--- config.mk ---
export PLATFORM = sky130hd
export DESIGN_NAME = chunked_adder_flat
export DESIGN_NICKNAME = d
export VERILOG_FILES = /design/src/rtl/adder_pkg.sv /design/src/rtl/chunked_adder_if.sv /design/src/rtl/ripple_slice.sv /design/src/rtl/chunked_adder.sv /design/src/flat_wrapper.sv
export SDC_FILE = /design/constraint.sdc
export NUM_CORES = 1
export LEC_CHECK = 0
export ABC_AREA = 1
export CAP_MARGIN = 20
export CORE_MARGIN = 10
export CORE_UTILIZATION = 55
export CTS_CLUSTER_DIAMETER = 120
export DETAILED_ROUTE_END_ITERATION = 16
export GPL_TIMING_DRIVEN = 1
export PLACE_DENSITY = 0.89
export SETUP_SLACK_MARGIN = 0.2
export SLEW_MARGIN = 20
export SYNTH_ARGS = -nofsm -noshare
export SYNTH_HDL_FRONTEND = slang
export SYNTH_SLANG_ARGS = --single-unit
--- constraint.sdc ---
create_clock -name clk -period 7.12 [get_ports clk]
set_clock_uncertainty 0.1 [all_clocks]
set_input_delay 1.424 -clock clk [delete_from_list [all_inputs] [get_ports clk]]
set_output_delay 1.424 -clock clk [all_outputs]
set_load 0.05 [all_outputs]
--- src/rtl/adder_pkg.sv ---
// Shared types and parameter checks for the chunked adder.
package adder_pkg;

  typedef enum logic [1:0] {
    StIdle,
    StRun,
    StDone
  } state_e;

  function automatic bit params_legal(int unsigned width, int unsigned chunk);
    return (chunk >= 1) && (chunk <= width) && ((width % chunk) == 0);
  endfunction

endpackage

--- src/rtl/chunked_adder_if.sv ---
// Operand/result handshake bundle for chunked_adder.
interface chunked_adder_if #(
  parameter int unsigned WIDTH = 16
);
  logic             in_valid;
  logic             in_ready;
  logic [WIDTH-1:0] a;
  logic [WIDTH-1:0] b;
  logic             carry_in;
  logic             sub;
  logic             out_valid;
  logic             out_ready;
  logic [WIDTH-1:0] sum;
  logic             carry_out;
  logic             overflow;

  modport master (
    output in_valid, a, b, carry_in, sub, out_ready,
    input  in_ready, out_valid, sum, carry_out, overflow
  );

  modport slave (
    input  in_valid, a, b, carry_in, sub, out_ready,
    output in_ready, out_valid, sum, carry_out, overflow
  );
endinterface

--- src/rtl/ripple_slice.sv ---
// Combinational CHUNK-bit ripple-carry adder built from per-bit full adders.
module ripple_slice #(
  parameter int unsigned CHUNK = 4
) (
  input  logic [CHUNK-1:0] i_a,
  input  logic [CHUNK-1:0] i_b,
  input  logic             i_cin,
  output logic [CHUNK-1:0] o_s,
  output logic             o_cout,
  output logic             o_c_msb
);
  logic [CHUNK:0] w_c;

  always_comb begin
    w_c    = '0;
    o_s    = '0;
    w_c[0] = i_cin;
    for (int i = 0; i < int'(CHUNK); i++) begin
      o_s[i]   = i_a[i] ^ i_b[i] ^ w_c[i];
      w_c[i+1] = (i_a[i] & i_b[i]) | (w_c[i] & (i_a[i] ^ i_b[i]));
    end
  end

  assign o_cout  = w_c[CHUNK];
  assign o_c_msb = w_c[CHUNK-1];
endmodule

--- src/rtl/chunked_adder.sv ---
// Multi-cycle adder/subtractor: processes CHUNK bits per clock, carry held in a register.
module chunked_adder
  import adder_pkg::*;
#(
  parameter int unsigned WIDTH = 16,
  parameter int unsigned CHUNK = 4
) (
  input logic           clk,
  input logic           rst,
  chunked_adder_if.slave bus
);
  localparam int unsigned NCHUNK = WIDTH / CHUNK;
  localparam int unsigned IDX_W  = (NCHUNK > 1) ? $clog2(NCHUNK) : 1;

  if (!params_legal(WIDTH, CHUNK)) begin : g_param_check
    $fatal(1, "chunked_adder: WIDTH must be a non-zero multiple of CHUNK");
  end

  state_e           r_state, w_state_next;
  logic [WIDTH-1:0] r_a, r_b, r_sum;
  logic             r_carry, r_carry_out, r_overflow;
  logic [IDX_W-1:0] r_idx;
  logic [CHUNK-1:0] w_a_chunk, w_b_chunk, w_s;
  logic             w_cout, w_c_msb, w_accept, w_last;

  assign w_accept  = bus.in_valid && (r_state == StIdle);
  assign w_last    = (r_idx == IDX_W'(NCHUNK - 1));
  assign w_a_chunk = r_a[32'(r_idx) * CHUNK +: CHUNK];
  assign w_b_chunk = r_b[32'(r_idx) * CHUNK +: CHUNK];

  ripple_slice #(
    .CHUNK (CHUNK)
  ) u_slice (
    .i_a     (w_a_chunk),
    .i_b     (w_b_chunk),
    .i_cin   (r_carry),
    .o_s     (w_s),
    .o_cout  (w_cout),
    .o_c_msb (w_c_msb)
  );

  always_comb begin
    w_state_next = r_state;
    unique case (r_state)
      StIdle:  if (w_accept) w_state_next = StRun;
      StRun:   if (w_last) w_state_next = StDone;
      StDone:  if (bus.out_ready) w_state_next = StIdle;
      default: w_state_next = StIdle;
    endcase
  end

  always_ff @(posedge clk or posedge rst) begin
    if (rst) r_state <= StIdle;
    else     r_state <= w_state_next;
  end

  // Subtraction is folded in at accept time: b is inverted and the carry forced to 1.
  always_ff @(posedge clk or posedge rst) begin
    if (rst) begin
      r_a         <= '0;
      r_b         <= '0;
      r_sum       <= '0;
      r_carry     <= 1'b0;
      r_carry_out <= 1'b0;
      r_overflow  <= 1'b0;
      r_idx       <= '0;
    end else if (w_accept) begin
      r_a     <= bus.a;
      r_b     <= bus.sub ? ~bus.b : bus.b;
      r_carry <= bus.sub | bus.carry_in;
      r_idx   <= '0;
    end else if (r_state == StRun) begin
      r_sum[32'(r_idx) * CHUNK +: CHUNK] <= w_s;
      r_carry <= w_cout;
      r_idx   <= r_idx + IDX_W'(1);
      if (w_last) begin
        r_carry_out <= w_cout;
        r_overflow  <= w_cout ^ w_c_msb;
      end
    end
  end

  assign bus.in_ready  = (r_state == StIdle);
  assign bus.out_valid = (r_state == StDone);
  assign bus.sum       = r_sum;
  assign bus.carry_out = r_carry_out;
  assign bus.overflow  = r_overflow;
endmodule

--- src/flat_wrapper.sv ---
// flat-port wrapper written by rule: the top's interface ports become plain ports
module chunked_adder_flat import adder_pkg::*;
#(
  parameter int unsigned WIDTH = 16,
  parameter int unsigned CHUNK = 4
)
  (clk, rst, bus_in_valid, bus_a, bus_b, bus_carry_in, bus_sub, bus_out_ready, bus_in_ready, bus_out_valid, bus_sum, bus_carry_out, bus_overflow);
  chunked_adder_if #(.WIDTH(WIDTH)) bus_i ();
  input logic clk;
  input logic rst;
  input wire logic [$bits(bus_i.in_valid)-1:0] bus_in_valid;
  input wire logic [$bits(bus_i.a)-1:0] bus_a;
  input wire logic [$bits(bus_i.b)-1:0] bus_b;
  input wire logic [$bits(bus_i.carry_in)-1:0] bus_carry_in;
  input wire logic [$bits(bus_i.sub)-1:0] bus_sub;
  input wire logic [$bits(bus_i.out_ready)-1:0] bus_out_ready;
  output wire logic [$bits(bus_i.in_ready)-1:0] bus_in_ready;
  output wire logic [$bits(bus_i.out_valid)-1:0] bus_out_valid;
  output wire logic [$bits(bus_i.sum)-1:0] bus_sum;
  output wire logic [$bits(bus_i.carry_out)-1:0] bus_carry_out;
  output wire logic [$bits(bus_i.overflow)-1:0] bus_overflow;
  assign bus_i.in_valid = bus_in_valid;
  assign bus_i.a = bus_a;
  assign bus_i.b = bus_b;
  assign bus_i.carry_in = bus_carry_in;
  assign bus_i.sub = bus_sub;
  assign bus_i.out_ready = bus_out_ready;
  assign bus_in_ready = bus_i.in_ready;
  assign bus_out_valid = bus_i.out_valid;
  assign bus_sum = bus_i.sum;
  assign bus_carry_out = bus_i.carry_out;
  assign bus_overflow = bus_i.overflow;
  chunked_adder #(.WIDTH(WIDTH), .CHUNK(CHUNK)) u_core (.clk(clk), .rst(rst), .bus(bus_i));
endmodule
==> results of run 1 <==
-- sequential cells by signal, summed over array words and instances, names as in the netlist --
name / count
u_core.r_carry: 1
u_core.r_state: 2
u_core.bus.sum: 16
u_core.bus.overflow: 1
u_core.r_idx: 2
u_core.bus.carry_out: 1
u_core.r_a: 16
u_core.r_b: 16
-- worst max-delay path, cell delays in order, from the launching register on --
cell	delay (ns)
sky130_fd_sc_hd__dfrtp_1	0.68
sky130_fd_sc_hd__inv_1	0.63
sky130_fd_sc_hd__nand2_1	0.11
sky130_fd_sc_hd__nand3_1	0.09
sky130_fd_sc_hd__nand2_1	0.08
sky130_fd_sc_hd__fa_1	0.39
sky130_fd_sc_hd__inv_1	0.08
sky130_fd_sc_hd__fa_1	0.16
sky130_fd_sc_hd__inv_1	0.05
sky130_fd_sc_hd__fa_1	0.40
sky130_fd_sc_hd__inv_1	0.10
sky130_fd_sc_hd__fa_1	0.46
sky130_fd_sc_hd__nand3_1	0.13
sky130_fd_sc_hd__inv_1	0.06
sky130_fd_sc_hd__nand2_1	0.06
sky130_fd_sc_hd__nand2_1	0.05
-- per-layer routing --
metal,up-vias,part of all wire (%)
li1,1206,-
met1,1103,42
met2,57,51
met3,8,5.6
met4,0,1.1
met5,-,0
-- stage by stage --
step | utilization (%) | worst slack, ns | cell area (um^2)
3_3_place_gp | 67.5 | 3.64 | 3420
4_1_cts | 69.8 | 3.44 | 3540
3_5_place_dp | 67.5 | 3.45 | 3420
6_report | 69.8 | 3.40 | 3540
5_1_grt | 69.8 | 3.10 | 3540
2_1_floorplan | - | 4.25 | 2870
-- how the worst max path moves through the flow --
| stage | cells past startpoint | start | to | slack [ns] |
|---|---|---|---|---|
| 2_1_floorplan | 1 | rst | u_core.bus.carry_out$_DFFE_PP0P_ | 4.25 |
| 3_3_place_gp | 15 | u_core.r_idx[0]$_DFFE_PP0P_ | u_core.bus.sum[15]$_DFFE_PP0P_ | 3.64 |
| 3_5_place_dp | 15 | u_core.r_idx[0]$_DFFE_PP0P_ | u_core.bus.sum[15]$_DFFE_PP0P_ | 3.45 |
| 4_1_cts | 15 | u_core.r_idx[0]$_DFFE_PP0P_ | u_core.bus.sum[15]$_DFFE_PP0P_ | 3.44 |
| 5_1_grt | 15 | u_core.r_idx[0]$_DFFE_PP0P_ | u_core.bus.sum[15]$_DFFE_PP0P_ | 3.10 |
| 6_report | 15 | u_core.r_idx[0]$_DFFE_PP0P_ | u_core.bus.sum[15]$_DFFE_PP0P_ | 3.40 |
-- layout make-up --
type / count / area share, %
sequential: 55 / 38.9
clock inverter: 2 / 0.989
clock buffer: 6 / 2.33
tap: 70 / 2.47
inverter: 27 / 2.93
timing repair buffer: 57 / 16.1
multi-input combinational: 266 / 36.3
-- power by group through the flow --
stage / clock network [mW] / logic, mW / registers, mW
detailed placement: 0 / 0.922 / 0.557
CTS: 0.215 / 0.927 / 0.551
floorplan: 0 / 0.619 / 0.618
global route: 0.229 / 1.04 / 0.569
finish: 0.212 / 0.920 / 0.553
global placement: 0 / 0.879 / 0.551
-- cell families after synthesis --
logic type               after synthesis  share of synthesized area, %
XOR/XNOR                              17                          5.20
adder cells (fa/ha/maj)               10                          5.41
buffers and inverters                 41                          7.07
AO/OA/AOI/OAI                         19                          3.76
flip-flops                            55                          48.0
AND/OR/NAND/NOR                      220                          30.5
-- placed cells by master (no fill, tap or decap), types with 3 or more instances in the layout --
| cell | netlist | layout |
|---|---|---|
| sky130_fd_sc_hd__clkdlybuf4s50_1 | 0 | 57 |
| sky130_fd_sc_hd__dfrtp_1 | 55 | 55 |
| sky130_fd_sc_hd__o211ai_1 | 4 | 4 |
| sky130_fd_sc_hd__fa_1 | 4 | 4 |
| sky130_fd_sc_hd__nand2_1 | 172 | 172 |
| sky130_fd_sc_hd__ha_1 | 6 | 6 |
| sky130_fd_sc_hd__nor2_1 | 21 | 21 |
| sky130_fd_sc_hd__clkinv_2 | 1 | 3 |
| sky130_fd_sc_hd__nand3_1 | 23 | 23 |
| sky130_fd_sc_hd__o21ai_0 | 13 | 13 |
| sky130_fd_sc_hd__xor2_1 | 16 | 16 |
| sky130_fd_sc_hd__inv_1 | 26 | 25 |
| sky130_fd_sc_hd__clkbuf_8 | 0 | 6 |
==> results by group, run 1 <==
Placement
  • Number of buffers inserted by port buffering: 57
  • DP HPWL: around 4800 um
  • Cells after DPL: approximately 480
  • Gpl congestion: just over 0.9

Synthesis
  • Seq/Total Area, Yosys: around half
  • Flip-flop and latch count after synthesis: 55
  • Flip-flop cell with the highest count after synthesis: sky130_fd_sc_hd__dfrtp_1
  • Async SR Flop Fraction: between 90% and 100%
  • Number of instances in the synthesized netlist: roughly 360
  • Commonest cells in the synthesized netlist: 172 x sky130_fd_sc_hd__nand2_1, 55 x sky130_fd_sc_hd__dfrtp_1, 26 x sky130_fd_sc_hd__inv_1, 23 x sky130_fd_sc_hd__nand3_1, 21 x sky130_fd_sc_hd__nor2_1
  • Total standard cell area after synthesis: about 2900 um^2
  • Count leader, synth: sky130_fd_sc_hd__nand2_1
  • Average instance area after synthesis: around 7.9 um^2
  • Yosys cell types: 21
  • Area contributors post-synth: sky130_fd_sc_hd__dfrtp_1 48%, sky130_fd_sc_hd__nand2_1 23%, sky130_fd_sc_hd__xor2_1 4.9%
  • Share of Yosys cell area claimed by the top area cell type: just under 50%
  • Cell taking the most area after synthesis: sky130_fd_sc_hd__dfrtp_1
  • Count of warnings emitted by yosys: 0
  • Number of enable-type register cells in the synthesized netlist: 0
  • Total nets after synthesis: just over 400

Timing
  • Slew at the pin with the worst max-slew slack: just over 0.9 ns
  • Pins Over Slew Limit: 0
  • Post-route minimum period: 3.72 ns
  • Maximum clock frequency: roughly 270 MHz
  • Final worst-path cycle share: 52.2%
  • Total count of hold-check failures in the final report: 0
  • Slew Limit Headroom: 38.8%
  • Number of endpoints failing setup at the final stage: 0
  • Setup repair after global routing missed its margin: no
  • Total negative slack for setup checks: 0 ns
  • Hold slack: between 0.3 and 0.4 ns

Global routing
  • Met2 demand-to-capacity share in global routing: a little over a quarter
  • Antenna violations before repair: 0
  • Overflow left after global routing: 0
  • Met1 Resource Use GR: between 15 and 20%
  • GRT Resource Usage Total: ~15%
  • Pin count of the biggest net entering global routing: 56
  • Layer with the highest usage after global routing: met2
  • Met3 Use GR: 4.56%
  • Via count of the first global-routing pass: ~2500
  • First-pass GRT wire length: ~11000 um

Pwr
  • Combinational cell fraction of total power: approximately 55%
  • Part of the total power dissipated in sequential elements: ~33%
  • P_int: around 0.89 mW
  • Relative contribution of the clock network to total power: between 10% and 20%
  • Overall Power: between 1.5 and 2 mW
  • Switching pwr: approximately 0.8 mW
  • Switching share of power: approximately 48%
  • IR Drop Worst-Case VDD: 0.000202 V
  • PD cells: around 480 nW/um^2
  • Leakage dissipation: 1.84 nW

Final layout
  • Share of layout cells above drive strength 1: 3.15%
  • Multi-input gate area: around 1300 um^2
  • Number of diodes added for antenna fixing: 0
  • Fill count: between 400 and 500
  • Non-filler instance count after layout: ~480
  • Register Area: between 1000 and 1500 um^2
  • Area added between synthesis and finish: 23.6%
  • Final nets: 460

Setup path
  • Category of the worst setup path capture point: flop
  • Max Fanout on Critical Path: 26
  • Worst Path Arrival: about 3.8 ns
  • Class of the most critical setup path: reg2reg
  • FF-to-FF setup slack: roughly 3.4 ns
  • Startpoint Class: flop
  • RR Endpoint: u_core.bus.sum[15]$_DFFE_PP0P_
  • Required time at the worst-slack endpoint: a little over 7 ns
  • Worst Reg-to-Reg Cells: 15
  • Beginning of the worst register-to-register path: u_core.r_idx[0]$_DFFE_PP0P_

Clocking
  • Number of buffers created by CTS: 5
  • Clock latency on the worst-skew pair: 0.31 ns
  • Clock-pin transition on the worst setup and hold timing paths: about 0.1 ns
  • H-tree levels: 2
  • Num Clock Sinks: 55
  • Post-cts resize count: 0
  • Root buf cell: sky130_fd_sc_hd__clkbuf_8
  • # hold bufs at CTS: 0
  • Clock tree from TritonCTS: done
  • Clock Tree Buf Depth: 2
  • Number of buffers inserted by post-CTS setup repair: 0

Worst hold path
  • Startpoint of the lowest-slack hold path: u_core.bus.sum[3]$_DFFE_PP0P_
  • Worst min-delay path category: reg2reg
  • Hold Crit Depth: 2
  • Worst hold path endpoint: u_core.bus.sum[3]$_DFFE_PP0P_

Die
  • Overall die width: 92.2 um
  • Rows: 26
  • Total die area: 8500 um^2
  • Starting density of the core: a little under three fifths
  • Core Area: approximately 5000 um^2
  • Boundary pin count: 58
  • Y dimension of the die: slightly above 90 um

Detailed routing
  • Routed WL per cell: between 10 and 15 um
  • Detailed-route vias per instance: 4.92
  • Number of DRC violations after detailed routing: 0
  • Overall via count from detail_route: ~2400
  • Sum of routed wire length over all layers: roughly 6200 um
  • Antenna violation net count after detailed routing: 0
  • First-pass DRT Iterations: 4
  • Number of design-rule violations left by the first detailed-router iteration: between 100 and 150

Job
  • Max Cap Viol: 0

Status
  • Result of the run: completed
(Power assumes the default switching activity.)
==> run 2, diff against run 1 <==
- CORE_UTILIZATION: 55 -> 51
- PLACE_DENSITY: 0.89 -> 0.83
- clock period: 7.12 -> 3.85 ns (I/O delays scaled with it)
==> results by group, run 2 (same netlist as run 1, synthesis figures left out) <==
Status
  • Result of the run: completed

Global routing
  • First-pass GRT wire length: 10600 um
  • Overflow left after global routing: 0
  • Via count of the first global-routing pass: roughly 2400
  • Antenna violations before repair: 0
  • Pin count of the biggest net entering global routing: 56
  • GRT Resource Usage Total: around 14%

Detailed routing
  • First-pass DRT Iterations: 4
  • Routed WL per cell: ~13 um
  • Number of DRC violations after detailed routing: 0
  • Antenna violation net count after detailed routing: 0
  • Overall via count from detail_route: 2313
  • Detailed-route vias per instance: ~4.8
  • Sum of routed wire length over all layers: slightly above 6000 um
  • Number of design-rule violations left by the first detailed-router iteration: about 120

Clocking
  • Number of buffers created by CTS: 5
  • Clock tree from TritonCTS: done
  • Post-cts resize count: 0
  • Clock-pin transition on the worst setup and hold timing paths: ~0.09 ns
  • Number of buffers inserted by post-CTS setup repair: 0
  • Clock Tree Buf Depth: 2
  • Root buf cell: sky130_fd_sc_hd__clkbuf_8
  • Clock latency on the worst-skew pair: 0.30 ns
  • H-tree levels: 2
  • # hold bufs at CTS: 0
  • Num Clock Sinks: 55

Final layout
  • Register Area: approximately 1400 um^2
  • Final Cell Area: between 3000 and 4000 um^2
  • Share of layout cells above drive strength 1: about 3.4%
  • Area added between synthesis and finish: 23.2%
  • Fill count: roughly 480
  • Final nets: 462
  • Number of diodes added for antenna fixing: 0
  • Non-filler instance count after layout: a little under 500
  • Multi-input gate area: around 1300 um^2
  • Commonest non-fill, non-tap cells in the layout: 172 x sky130_fd_sc_hd__nand2_1, 57 x sky130_fd_sc_hd__clkdlybuf4s50_1, 55 x sky130_fd_sc_hd__dfrtp_1
  • Commonest non-fill, non-tap cell in the layout: sky130_fd_sc_hd__nand2_1

Die
  • Starting density of the core: between 50% and 60%
  • Boundary pin count: 58
  • Total die area: approximately 9000 um^2
  • Overall die width: around 95 um
  • Rows: 27
  • Y dimension of the die: about 95 um
  • Core Area: ~5500 um^2

Setup path
  • Max Fanout on Critical Path: 15
  • Class of the most critical setup path: reg2reg
  • Startpoint Class: flop
  • Worst Reg-to-Reg Cells: 14
  • Category of the worst setup path capture point: flop
  • FF-to-FF setup slack: approximately 0.74 ns
  • Beginning of the worst register-to-register path: u_core.r_idx[1]$_DFFE_PP0P_
  • Required time at the worst-slack endpoint: approximately 4.0 ns
  • Worst Path Arrival: ~3.2 ns
  • RR Endpoint: u_core.bus.sum[15]$_DFFE_PP0P_

Pwr
  • PD cells: ~860 nW/um^2
  • IR Drop Worst-Case VDD: between 0.0004 and 0.0005 V
  • Leakage dissipation: 1.83 nW
  • Overall Power: roughly 3.0 mW

Timing
  • Final worst-path cycle share: between 80% and 90%
  • Total negative slack for setup checks: 0 ns
  • Pins Over Slew Limit: 0
  • Post-route minimum period: about 3.1 ns
  • Setup repair after global routing missed its margin: no
  • Slew at the pin with the worst max-slew slack: ~0.91 ns
  • Total count of hold-check failures in the final report: 0
  • Least setup slack across all paths after layout: 0.737 ns
  • Maximum clock frequency: approximately 320 MHz
  • Number of endpoints failing setup at the final stage: 0
  • Slew Limit Headroom: roughly 39%

Placement
  • Placement Cell Area: approximately 3400 um^2
  • Place WS: 0.759 ns
  • Number of buffers inserted by port buffering: 57
  • Gpl congestion: 0.873
  • DP HPWL: 4710 um
  • Cells after DPL: roughly 480

Worst hold path
  • Startpoint of the lowest-slack hold path: u_core.bus.sum[9]$_DFFE_PP0P_
  • Worst hold path endpoint: u_core.bus.sum[9]$_DFFE_PP0P_
  • Worst min-delay path category: reg2reg
  • Hold Crit Depth: 2

Job
  • Max Cap Viol: 0
==> run 2: through the flow <==
stage	util [%]	hold WS (ns)
after floorplan	-	0.344
after global placement	62.9	0.362
after detailed placement	62.9	0.366
after CTS	64.5	0.388
after global routing	64.5	0.403
final	64.5	0.385
==> run 2: power by group <==
| group | leakage (nW) | switching, mW | internal, mW |
|---|---|---|---|
| logic | 1.08 | 1.13 | 0.616 |
| clock network | 0.0470 | 0.179 | 0.142 |
| registers | 0.704 | 0.160 | 0.821 |
==> run 2: per-layer routing <==
metal	part of all wire (%)	wire (um)	global-route usage (%)
met1	45	2720	17.0
met2	49	2970	24.4
met3	5.8	352	4.28
met4	1.2	71	4.49
met5	0	0	0
==> run 2: area by class of cell <==
| type | instances | area share (%) |
|---|---|---|
| inverter | 27 | 2.94 |
| sequential | 55 | 39.0 |
| timing repair buffer | 59 | 16.6 |
| tap | 72 | 2.55 |
| clock buffer | 6 | 2.34 |
| clock inverter | 1 | 0.142 |
| multi-input combinational | 266 | 36.4 |
==> run 2: worst max-delay path by stage <==
| stage | start | to | slack, ns |
|---|---|---|---|
| finish | u_core.r_idx[1]$_DFFE_PP0P_ | u_core.bus.sum[15]$_DFFE_PP0P_ | 0.74 |
| global route | u_core.r_idx[1]$_DFFE_PP0P_ | u_core.bus.sum[15]$_DFFE_PP0P_ | 0.51 |
| CTS | u_core.r_idx[1]$_DFFE_PP0P_ | u_core.bus.sum[15]$_DFFE_PP0P_ | 0.75 |
| detailed placement | u_core.r_idx[1]$_DFFE_PP0P_ | u_core.bus.sum[15]$_DFFE_PP0P_ | 0.76 |
| global placement | u_core.r_idx[1]$_DFFE_PP0P_ | u_core.bus.sum[15]$_DFFE_PP0P_ | 0.84 |
| floorplan | u_core.r_idx[0]$_DFFE_PP0P_ | u_core.bus.sum[15]$_DFFE_PP0P_ | 0.99 |
==> run 2: worst max-delay path, stage by stage (launching register included) <==
cell and delay [ns]:
sky130_fd_sc_hd__dfrtp_1 0.51, sky130_fd_sc_hd__inv_1 0.28, sky130_fd_sc_hd__nand3_1 0.16, sky130_fd_sc_hd__nand2_1 0.08, sky130_fd_sc_hd__fa_1 0.39, sky130_fd_sc_hd__inv_1 0.08
sky130_fd_sc_hd__fa_1 0.16, sky130_fd_sc_hd__inv_1 0.05, sky130_fd_sc_hd__fa_1 0.40, sky130_fd_sc_hd__inv_1 0.09, sky130_fd_sc_hd__fa_1 0.45, sky130_fd_sc_hd__nand3_1 0.13
sky130_fd_sc_hd__inv_1 0.04, sky130_fd_sc_hd__nand2_1 0.05, sky130_fd_sc_hd__nand2_1 0.05
==> run 3, diff against run 2 <==
- clock period: 3.85 -> 3.1 ns (I/O delays scaled with it)
==> results by group, run 3 (same netlist as run 1, synthesis figures left out) <==
Timing
  • Pins Over Slew Limit: 0
  • Slew at the pin with the worst max-slew slack: between 0.8 and 0.9 ns
  • Hold slack: a little under 0.4 ns
  • Maximum clock frequency: 354 MHz
  • Setup repair after global routing missed its margin: yes
  • Final worst-path cycle share: 91.0%
  • Number of endpoints failing setup at the final stage: 0
  • Post-route minimum period: roughly 2.8 ns
  • Slew Limit Headroom: between 40% and 50%
  • Total count of hold-check failures in the final report: 0
  • Total negative slack for setup checks: 0 ns
  • Least setup slack across all paths after layout: 0.279 ns

Clocking
  • Clock Tree Buf Depth: 2
  • Number of buffers created by CTS: 5
  • Clock-pin transition on the worst setup and hold timing paths: 0.10 ns
  • H-tree levels: 2
  • Num Clock Sinks: between 50 and 60
  • Root buf cell: sky130_fd_sc_hd__clkbuf_8
  • Clock latency on the worst-skew pair: around 0.32 ns
  • Clock tree from TritonCTS: done

Setup path
  • Crit path depth: 15
  • Delay of the slowest cell on the worst path: about 0.47 ns
  • FF-to-FF setup slack: about 0.28 ns
  • Category of the worst setup path capture point: flop
  • Startpoint Class: flop
  • Critical path endpoint: u_core.bus.sum[3]$_DFFE_PP0P_
  • Beginning of the worst register-to-register path: u_core.r_idx[0]$_DFFE_PP0P_
  • Worst Reg-to-Reg Cells: 15
  • Class of the most critical setup path: reg2reg
  • Required time at the worst-slack endpoint: 3.20 ns
  • Largest delay contributor family on the critical path: adder cells
  • RR Endpoint: u_core.bus.sum[3]$_DFFE_PP0P_
  • Worst Path Arrival: a little under 3 ns
  • Max Fanout on Critical Path: 6
  • Slowest cell on the critical path: sky130_fd_sc_hd__dfrtp_2
  • Worst path bufs/invs: 5
  • Critical path, cell by cell: inv_4 -> nand2_1 -> nand3_2 -> nand2_2 -> fa_2 -> inv_2 -> fa_2 -> inv_2 -> fa_2 -> inv_2 -> fa_1 -> inv_1 -> nor2_1 -> nand3_1 -> nand2_1
  • Launching instance or port of the critical path: u_core.r_idx[0]$_DFFE_PP0P_

Pwr
  • Part of the total power dissipated in sequential elements: between 20% and 30%
  • Combinational cell fraction of total power: around three fifths
  • Switching pwr: roughly 2 mW
  • IR Drop Worst-Case VDD: approximately 0.00056 V
  • Overall Power: just over 4 mW
  • Switching share of power: approximately 47%
  • P_int: 2.17 mW
  • Relative contribution of the clock network to total power: a little under an eighth
  • PD cells: between 1000 and 1500 nW/um^2
  • Leakage dissipation: ~1.9 nW

Detailed routing
  • Number of DRC violations after detailed routing: 0
  • Overall via count from detail_route: 2395
  • Routed WL per cell: between 10 and 15 um
  • Antenna violation net count after detailed routing: 0
  • Number of design-rule violations left by the first detailed-router iteration: about 130
  • First-pass DRT Iterations: 5
  • Detailed-route vias per instance: ~4.8
  • Sum of routed wire length over all layers: 6550 um

Die
  • Core Area: 5470 um^2
  • Y dimension of the die: between 90 and 100 um
  • Boundary pin count: 58
  • Total die area: roughly 9000 um^2
  • Rows: 27
  • Starting density of the core: 52.4%
  • Overall die width: about 95 um

Final layout
  • Commonest non-fill, non-tap cells in the layout: 169 x sky130_fd_sc_hd__nand2_1, 57 x sky130_fd_sc_hd__clkdlybuf4s50_1, 54 x sky130_fd_sc_hd__dfrtp_1
  • Fill count: between 400 and 500
  • Number of diodes added for antenna fixing: 0
  • Final nets: approximately 470
  • Area added between synthesis and finish: 28.5%
  • Non-filler instance count after layout: between 400 and 500
  • Share of layout cells above drive strength 1: 9.43%
  • Commonest non-fill, non-tap cell in the layout: sky130_fd_sc_hd__nand2_1

Job
  • Max Cap Viol: 0

Placement
  • Cells after DPL: a little under 500
  • Number of buffers inserted by port buffering: 57
  • Gpl congestion: between 0.9 and 1
  • Place WS: between 0.1 and 0.15 ns
  • DP HPWL: slightly above 5000 um

Global routing
  • Via count of the first global-routing pass: between 2000 and 2500
  • Pin count of the biggest net entering global routing: 33
  • GRT Resource Usage Total: ~15%
  • Antenna violations before repair: 0
  • Overflow left after global routing: 0
  • First-pass GRT wire length: roughly 11000 um

Worst hold path
  • Worst min-delay path category: reg2reg
  • Hold Crit Depth: 2

Status
  • Result of the run: completed
run 3: changes by cell type in the layout (fill, tap and decap cells not counted), sizes merged:
cell	before	now
bufinv	0	1
clkinv	3	2
buf	2	11
inv	25	26
run 3: layout make-up:
type	instances	area (um^2)	area share, %
Sequential cell	55	1380	37.4
Multi-Input combinational cell	266	1320	35.9
Timing Repair Buffer	68	669	18.2
Inverter	27	105	2.86
Tap cell	72	90.1	2.45
Clock buffer	6	82.6	2.24
Clock inverter	2	35.0	0.952
run 3: tightest hold or removal path, delay by kind of cell (launching register included):
family           cells  cell delay (ns)
DFF                  1             0.35
and+or+nand+nor      2             0.11
run 3: through the flow:
stage,cell area [um^2],utilization [%]
after floorplan,2870,-
after global placement,3500,63.9
after detailed placement,3500,63.9
after CTS,3620,66.2
after global routing,3680,67.3
final,3680,67.3
run 3: how the worst min path moves through the flow:
| stage | slack, ns | to | startpoint |
|---|---|---|---|
| 2_1_floorplan | 0.34 | u_core.r_a[13]$_DFFE_PP0P_ | u_core.r_a[13]$_DFFE_PP0P_ |
| 3_3_place_gp | 0.36 | u_core.bus.sum[8]$_DFFE_PP0P_ | u_core.bus.sum[8]$_DFFE_PP0P_ |
| 3_5_place_dp | 0.37 | u_core.bus.sum[8]$_DFFE_PP0P_ | u_core.bus.sum[8]$_DFFE_PP0P_ |
| 4_1_cts | 0.39 | u_core.bus.sum[8]$_DFFE_PP0P_ | u_core.bus.sum[8]$_DFFE_PP0P_ |
| 5_1_grt | 0.40 | u_core.r_b[3]$_DFFE_PP0P_ | u_core.r_b[3]$_DFFE_PP0P_ |
| 6_report | 0.39 | u_core.r_a[15]$_DFFE_PP0P_ | u_core.r_a[15]$_DFFE_PP0P_ |
run 3: timing repair:
item / in CTS / in global routing
gates resized for setup: 3 / 15
buffers inserted: 1 / 2
pin swaps: 0 / 10
endpoints found under the setup margin: 4 / 4
hold buffers: 0 / 0
run 3: power by group through the flow:
stage          combinational [mW]  clock, mW  sequential (mW)
6_report                     2.41      0.490             1.23
5_1_grt                      2.69      0.530             1.26
4_1_cts                      2.26      0.497             1.22
3_5_place_dp                 2.22          0             1.23
3_3_place_gp                 2.15          0             1.23
2_1_floorplan                1.42          0             1.42
run 3: metal layers:
metal / part of all wire, % / wire length [um] / track usage [%] / up-vias
met5: 0 / 0 / 0 / -
met4: 2.0 / 128 / 5.49 / 0
met3: 5.5 / 357 / 4.20 / 13
met2: 50 / 3270 / 25.2 / 59
met1: 43 / 2790 / 17.6 / 1095
li1: - / - / - / 1228
